File: src/rtl/trig_record_readout.sv
// trig_record_readout: circular FIFO of trigger records (8-bit mask + 56-bit
// timestamp) with a host-requested, checksummed 10-byte frame readout over a
// valid/ready byte stream. Includes occupancy, saturating overflow count and
// a synchronous flush.
module trig_record_readout #(
   parameter int DEPTH = 8,
   parameter int TS_W  = 56
) (
   input  logic            clk_adc,
   input  logic            rst,
   input  logic            rec_valid,
   input  logic [7:0]      rec_bits,
   input  logic [TS_W-1:0] rec_time,
   input  logic            flush,
   input  logic            read_req,
   output logic [7:0]      tx_data,
   output logic            tx_valid,
   input  logic            tx_ready,
   output logic [4:0]      fill_level,
   output logic [15:0]     overflow_count,
   output logic            busy
);

   localparam int PW = $clog2(DEPTH);
   localparam int CW = PW + 1;
   localparam logic [CW-1:0] DEPTH_C = CW'(DEPTH);

   typedef enum logic [2:0] {
      S_IDLE, S_HDR, S_BITS, S_TS, S_CSUM, S_EMPTY
   } state_t;

   state_t             r_state, w_next;
   logic [63:0]        r_mem [DEPTH];
   logic [PW-1:0]      r_wr_ptr, r_rd_ptr;
   logic [CW-1:0]      r_count;
   logic [15:0]        r_ovf;
   logic [63:0]        r_hold;
   logic [2:0]         r_idx;

   logic               w_hs, w_full, w_empty, w_push, w_pop, w_load;
   logic [7:0]         w_csum;

   assign w_hs    = tx_valid & tx_ready;
   assign w_full  = (r_count == DEPTH_C);
   assign w_empty = (r_count == '0);
   // A full FIFO drops the push even if a pop completes this cycle.
   assign w_push  = rec_valid & ~flush & ~w_full;
   assign w_pop   = (r_state == S_CSUM) & w_hs & ~flush;
   assign w_load  = (r_state == S_IDLE) & read_req & ~flush & ~w_empty;

   // Record storage write port.
   // NOTE: the array is deliberately not reset; count/pointers define validity.
   always_ff @(posedge clk_adc) begin
      if (w_push) r_mem[r_wr_ptr] <= {rec_bits, rec_time};
   end

   // Pointers, count and overflow accounting; flush has priority over all.
   // NOTE: sequential state uses non-blocking assignments only.
   always_ff @(posedge clk_adc or posedge rst) begin
      if (rst) begin
         r_wr_ptr <= '0;
         r_rd_ptr <= '0;
         r_count  <= '0;
         r_ovf    <= '0;
      end else if (flush) begin
         r_wr_ptr <= '0;
         r_rd_ptr <= '0;
         r_count  <= '0;
         r_ovf    <= '0;
      end else begin
         if (w_push) r_wr_ptr <= r_wr_ptr + 1'b1;
         if (w_pop)  r_rd_ptr <= r_rd_ptr + 1'b1;
         case ({w_push, w_pop})
            2'b10:   r_count <= r_count + 1'b1;
            2'b01:   r_count <= r_count - 1'b1;
            default: r_count <= r_count;
         endcase
         if (rec_valid && w_full && r_ovf != 16'hFFFF) r_ovf <= r_ovf + 1'b1;
      end
   end

   // Holding register and timestamp byte index for the frame in flight.
   always_ff @(posedge clk_adc or posedge rst) begin
      if (rst) begin
         r_hold <= '0;
         r_idx  <= '0;
      end else begin
         if (w_load) r_hold <= r_mem[r_rd_ptr];
         if (r_state == S_BITS && w_hs)     r_idx <= 3'd6;
         else if (r_state == S_TS && w_hs)  r_idx <= r_idx - 1'b1;
      end
   end

   // FSM state register.
   always_ff @(posedge clk_adc or posedge rst) begin
      if (rst) r_state <= S_IDLE;
      else     r_state <= w_next;
   end

   // FSM next-state logic; every transition out of a sending state needs a handshake.
   // NOTE: default assignment first keeps this block free of inferred latches.
   always_comb begin
      w_next = r_state;
      if (flush) begin
         w_next = S_IDLE;
      end else begin
         case (r_state)
            S_IDLE:  if (read_req) w_next = w_empty ? S_EMPTY : S_HDR;
            S_HDR:   if (w_hs) w_next = S_BITS;
            S_BITS:  if (w_hs) w_next = S_TS;
            S_TS:    if (w_hs && r_idx == 3'd0) w_next = S_CSUM;
            S_CSUM:  if (w_hs) w_next = S_IDLE;
            S_EMPTY: if (w_hs) w_next = S_IDLE;
            default: w_next = S_IDLE;
         endcase
      end
   end

   // Checksum over the 8 payload bytes of the held record.
   always_comb begin
      w_csum = 8'h00;
      for (int i = 0; i < 8; i++) w_csum = w_csum ^ r_hold[i*8 +: 8];
   end

   // FSM outputs; data only depends on registered state, so it holds under stall.
   always_comb begin
      tx_valid = (r_state != S_IDLE);
      case (r_state)
         S_HDR:   tx_data = 8'hA5;
         S_BITS:  tx_data = r_hold[63:56];
         S_TS:    tx_data = r_hold[{r_idx, 3'b000} +: 8];
         S_CSUM:  tx_data = w_csum;
         S_EMPTY: tx_data = 8'h5A;
         default: tx_data = 8'h00;
      endcase
   end

   assign busy           = (r_state != S_IDLE);
   assign fill_level     = 5'(r_count);
   assign overflow_count = r_ovf;

endmodule

File: config.mk
export PLATFORM = sky130hd
export DESIGN_NAME = trig_record_readout
export DESIGN_NICKNAME = d
export VERILOG_FILES = /design/src/rtl/trig_record_readout.sv
export SDC_FILE = /design/constraint.sdc
export NUM_CORES = 1
export LEC_CHECK = 0
export ABC_CLOCK_PERIOD_IN_PS = 17950
export CORE_MARGIN = 2
export CORE_UTILIZATION = 30
export DETAILED_ROUTE_END_ITERATION = 6
export PLACE_DENSITY = 0.56
export SYNTH_ARGS = -nofsm -noshare
export SYNTH_HDL_FRONTEND = slang
export SYNTH_SLANG_ARGS = --single-unit
export TNS_END_PERCENT = 20
File: constraint.sdc
create_clock -name clk_adc -period 17.95 [get_ports clk_adc]
set_clock_uncertainty 0.15 [all_clocks]
set_input_delay 3.59 -clock clk_adc [delete_from_list [all_inputs] [get_ports clk_adc]]
set_output_delay 3.59 -clock clk_adc [all_outputs]
set_load 0.005 [all_outputs]
# After elaboration in Yosys (flattened, before gate mapping)
# Memories as Yosys holds them, arrays and structs flattened. A register that Yosys moved wholly into a read port is not among the register bits.
# Cells that the tools add are included.
# W data, S select, Z words.
# word_totals
wordCells	83
reg_bits	32
mem_bits_rw	512
output_inout_bits	31
in_bits	70
memories	1
# op_classes
muxes	21
bitwise	18
n_shift	1
n_eq_ne	14
reduce_logical	16
n_addsub	6
# mem_list
memory	depth	word_bits	read_ports	rd_clocked_by_memory_dff	write_ports	line_no	rtl
r_mem	8	64	1	1	1	33	logic [63:0] r_mem [DEPTH];
# op_table
operator	count
$shiftx A64 B7 Y8	1
$xor A8 B8 Y8	7
$pmux W8 S5	1
$mux W3	13
$mux W16	2
$add A16 B1 Y16 const B	1
$ne A16 B16 Y1 const B	1
$pmux W3 S5	1
$ne A3 B3 Y1 const B	3
$and A1 B1 Y1	8
$pmux W4 S2	1
$reduce_bool A2 Y1	4
$add A3 B1 Y3 const B	2
$eq A3 B2 Y1 const B	2
$eq A3 B3 Y1 const B	2
$logic_not A3 Y1	2
$reduce_bool A3 Y1	2
$logic_and A1 B1 Y1	5
$reduce_and A5 Y1	1
$add A4 B1 Y4 const B	1
$eq A4 B4 Y1 const B	1
$logic_not A4 Y1	1
$mux W4	1
$sub A4 B1 Y4 const B	1
other kinds (9)	12

# Longest topological paths before layout
# depth
depth_word	8
mapped_depth	11
depth_no_buf	9

# Least setup slack after synthesis
# OpenSTA, ideal clock, no wires.
# synth_timing
path_kind	input -> register
start	input port rec_valid
end	memory r_mem[0][0], enable pin
path_stages	5
setup_slack_ns	8.633
setup_ns	0.565
t_required_ns	17.235
t_arrival_ns	8.602
n_path_buf	1
path_cell_list	clkbuf_1 inv_1 nor3_1 nand2b_1 nor3_1
# synth_via
elab_chain_cells	4
# synth_lines
item	line_no	rtl
start: declaration	11	input logic rec_valid,
$and A1 B1 Y1 (2 in series)	47	assign w_push = rec_valid & ~flush & ~w_full;
$mux W1	54	if (w_push) r_mem[r_wr_ptr] <= {rec_bits, rec_time};
$mux W1 (not written as such)	54	
end: declaration	33	
# No other way between the ends.

# Worst setup path after layout
# layout_timing
start	register r_state[2]
end	output port tx_data[5]
# layout_via
elab_chain_cells	2
word_cells_on_any_way	6
cone_classes	5 x eq/ne; 1 x mux
# layout_lines
item	line_no	rtl
start: declaration	32	state_t r_state, w_next;
start signal: assignment	97	else r_state <= w_next;
$eq A3 B3 Y1, or another cell as far along	128	case (r_state)
$pmux W8 S5 (*)	128	
end: declaration	16	output logic [7:0] tx_data,
# Mark *: on every way between the ends. The rest lies on a longest branch, timed or not.

==> impl_metrics.json <==
{
  "relSlewSlack_pct": 31.6,
  "post-route-period-util_pct": 42.3,
  "die_w_um": 289,
  "synth_seq_area_share_pct": 72.7,
  "seqPwrFrac_pct": 49.4,
  "p_switching_mw": 0.926,
  "worst_slew_pin_slew_ns": 1.03,
  "maxCapViolations": 0,
  "clockRootBuffer": "clkbuf_16",
  "synthToLayoutAreaGrowth_pct": 17.3,
  "port_buffers": 99,
  "synth_edf_count": 512,
  "ctsLongestPathBuffers": 3,
  "fp.dieArea_um2": 83800,
  "drive_above_1_share_pct": 18.7,
  "p_int_mw": 2.65,
  "die_h_um": 289,
  "grt_overflow": 0,
  "dp_hpwl_um": 32100,
  "rsz0062_at_grt": "no",
  "ys.warnings.count": 0,
  "gp_congestion": 0.828,
  "worstSetupPathType": "flop to output port",
  "dr.first_iter.drc_count": 954,
  "syn_area_um2": 24400,
  "synth_cells": 1298,
  "synth_area_per_cell_um2": 18.8,
  "fmax_mhz": 132,
  "holdCritPathClass": "flop to flop",
  "ys_types": 54,
  "num_vias": 12137,
  "combPwrFrac_pct": 16.6,
  "htreeDepth": 2,
  "synth_seq_cells": 608,
  "clock_latency_ns": 0.61,
  "ir_drop_mv": 0.0801,
  "async_flop_share_pct": 15.8,
  "cp.required_ns": 14.21,
  "setup_viol": 0,
  "synth_flop_cell": "edfxtp_1",
  "cts-hold-fix-buffers": 0,
  "cp-end-kind": "output port",
  "hold_viol": 0,
  "postRouteAntennaNets": 0,
  "dr.pass1.iters": 5,
  "p_sw_share_pct": 25.9,
  "cts_resized": 0,
  "p_leak_nw": 8.99,
  "hold_ws_ns": 0.390,
  "grt_pass1_vias": 12517,
  "fin_nets": 1494,
  "post-cts-setup-buffer-count": 0,
  "grt_pass1_wl_um": 80900,
  "pwr-share-clk_pct": 34.1,
  "rows": 104,
  "antenna_found_initial": 2,
  "fin_crit_ns": 7.59,
  "wl_per_cell_um": 21.3,
  "cts_buffers": 61,
  "setup_tns_ns": 0,
  "initial_core_util_pct": 30.3,
  "cts.clk_slew.worst_paths_ns": 0.07,
  "cp_max_fo": 17,
  "status": "finished, final reports clean",
  "drc_errors": 0,
  "cts_sinks": 608,
  "viasPerCell": 4.80,
  "cp-start-kind": "flop",
  "wl_um": 53900,
  "grt_usage_pct": 12.9,
  "grt_max_degree": 79,
  "cp.arrival_ns": 3.85,
  "syn_nets": 1378,
  "cts_tree": "done",
  "coreArea_um2": 80500,
  "power_density_nw_per_um2": 125,
  "totalPowerFinal_mw": 3.58,
  "report.final.slew_viol_count": 0,
  "io_pins": 101
}
routing by layer:
metal | vias to the layer above | wire (um) | GRT usage (%)
met4 | 4 | 1010 | 3.23
met1 | 6349 | 24500 | 18.1
met5 | - | 27 | 0
li1 | 5436 | - | -
met3 | 77 | 2560 | 2.49
met2 | 271 | 25800 | 20.8
power groups by stage:
stage	clock, mW	sequential [mW]	combinational [mW]
final	1.22	1.77	0.592
after global placement	0	1.80	0.594
after global routing	1.31	1.78	0.655
after detailed placement	0	1.80	0.602
after floorplan	0	1.71	0.493
after CTS	1.26	1.77	0.604
kinds of logic after synthesis:
group | after synthesis | synth area share, %
DFF | 608 | 72.7
muxes | 215 | 16.2
and+or+nand+nor | 185 | 3.77
AOI/OAI and AO/OA | 137 | 3.26
buffers and inverters | 81 | 1.37
xor gates and xnor gates | 61 | 2.19
adders and majority gates | 10 | 0.512
other | 1 | 0.0153
per-stage QoR:
stage	cells	setup slack (ns)	instance area (um2)	utilization, %
global route	2527	10.12	28700	35.6
finish	2528	10.36	28700	35.6
global placement	2411	11.15	26700	33.2
floorplan	1298	8.63	24400	-
detailed placement	2411	11.05	26700	33.2
CTS	2527	10.42	28700	35.6
layout by cell type (no fill, tap or decap), types with 24 or more instances in the layout:
| cell | Yosys | final |
|---|---|---|
| buf_4 | 2 | 25 |
| clkbuf_1 | 42 | 24 |
| clkbuf_16 | 0 | 64 |
| clkdlybuf4s50_1 | 0 | 99 |
| dfrtp_1 | 96 | 93 |
| edfxtp_1 | 512 | 512 |
| mux2i_1 | 67 | 67 |
| mux4_2 | 143 | 143 |
| nand2_1 | 81 | 81 |
| o21ai_0 | 24 | 24 |
| o21ai_1 | 57 | 57 |
| xnor2_1 | 55 | 55 |
cell usage after synthesis (2+ instances only):
cell type | instances | share of area [%]
o211ai_1 | 5 | 0.15
nor2b_1 | 5 | 0.13
a31oi_1 | 4 | 0.10
nor2_1 | 29 | 0.45
or4_1 | 7 | 0.22
nand2_1 | 81 | 1.2
o41ai_1 | 2 | 0.072
buf_4 | 2 | 0.061
a21o_1 | 2 | 0.061
buf_2 | 12 | 0.25
or3_1 | 6 | 0.15
a22o_1 | 2 | 0.072
nor3_1 | 6 | 0.12
mux4_2 | 143 | 13
a21oi_1 | 19 | 0.39
edfxtp_1 | 512 | 63
inv_1 | 10 | 0.15
nor4_1 | 6 | 0.15
nor3b_1 | 5 | 0.15
xor2_1 | 6 | 0.22
mux2_1 | 5 | 0.23
nand3_1 | 13 | 0.27
dfrtp_1 | 96 | 9.8
a221oi_1 | 4 | 0.14
xnor2_1 | 55 | 2.0
and3b_1 | 2 | 0.072
nand4_1 | 4 | 0.10
o31ai_1 | 6 | 0.18
clkbuf_1 | 42 | 0.65
ha_1 | 10 | 0.51
buf_1 | 14 | 0.22
o32ai_1 | 2 | 0.072
or2_2 | 2 | 0.051
o21ai_0 | 24 | 0.49
nand4b_1 | 5 | 0.18
a22oi_1 | 3 | 0.092
nand2b_1 | 7 | 0.18
o311ai_1 | 2 | 0.072
mux2i_1 | 67 | 2.7
o21ai_1 | 57 | 1.2
cell type report:
type	count	area, um2
Clock inverter	22	178
Timing Repair Buffer	124	1180
Inverter	10	40.0
Multi-Input combinational cell	609	6380
Sequential cell	608	17800
Tap cell	1060	1330
Antenna cell	1	2.50
Clock buffer	94	1770
Fill cell	7443	51900
sequential cells by signal, summed over array words and instances, names as in the netlist:
name            flops
r_idx               3
r_count             4
r_rd_ptr            3
r_hold             64
r_state             3
r_mem             512
r_wr_ptr            3
overflow_count     16
worst paths after layout:
kind	startpoint	endpoint	slack [ns]	cells past startpoint
setup / recovery	r_state[2]	tx_data[5]	10.36	7
min in group asynchronous	rst	r_rd_ptr[1]	3.12	2
setup reg to reg	r_state[2]	r_count[3]	14.48	7
hold reg to reg	r_hold[52]	r_hold[52]	0.39	2
hold / removal	r_hold[52]	r_hold[52]	0.39	2
max in group asynchronous	rst	r_rd_ptr[0]	13.17	3
critical path, stage by stage (launching register included):
cell,delay (ns)
dfrtp_1,0.68
inv_1,0.20
ha_1,0.49
nand4b_1,0.19
nor2_1,0.49
a221oi_1,0.17
o21ai_0,0.36
clkdlybuf4s50_1,0.67
Note: power is estimated with default switching activity, not from simulation.
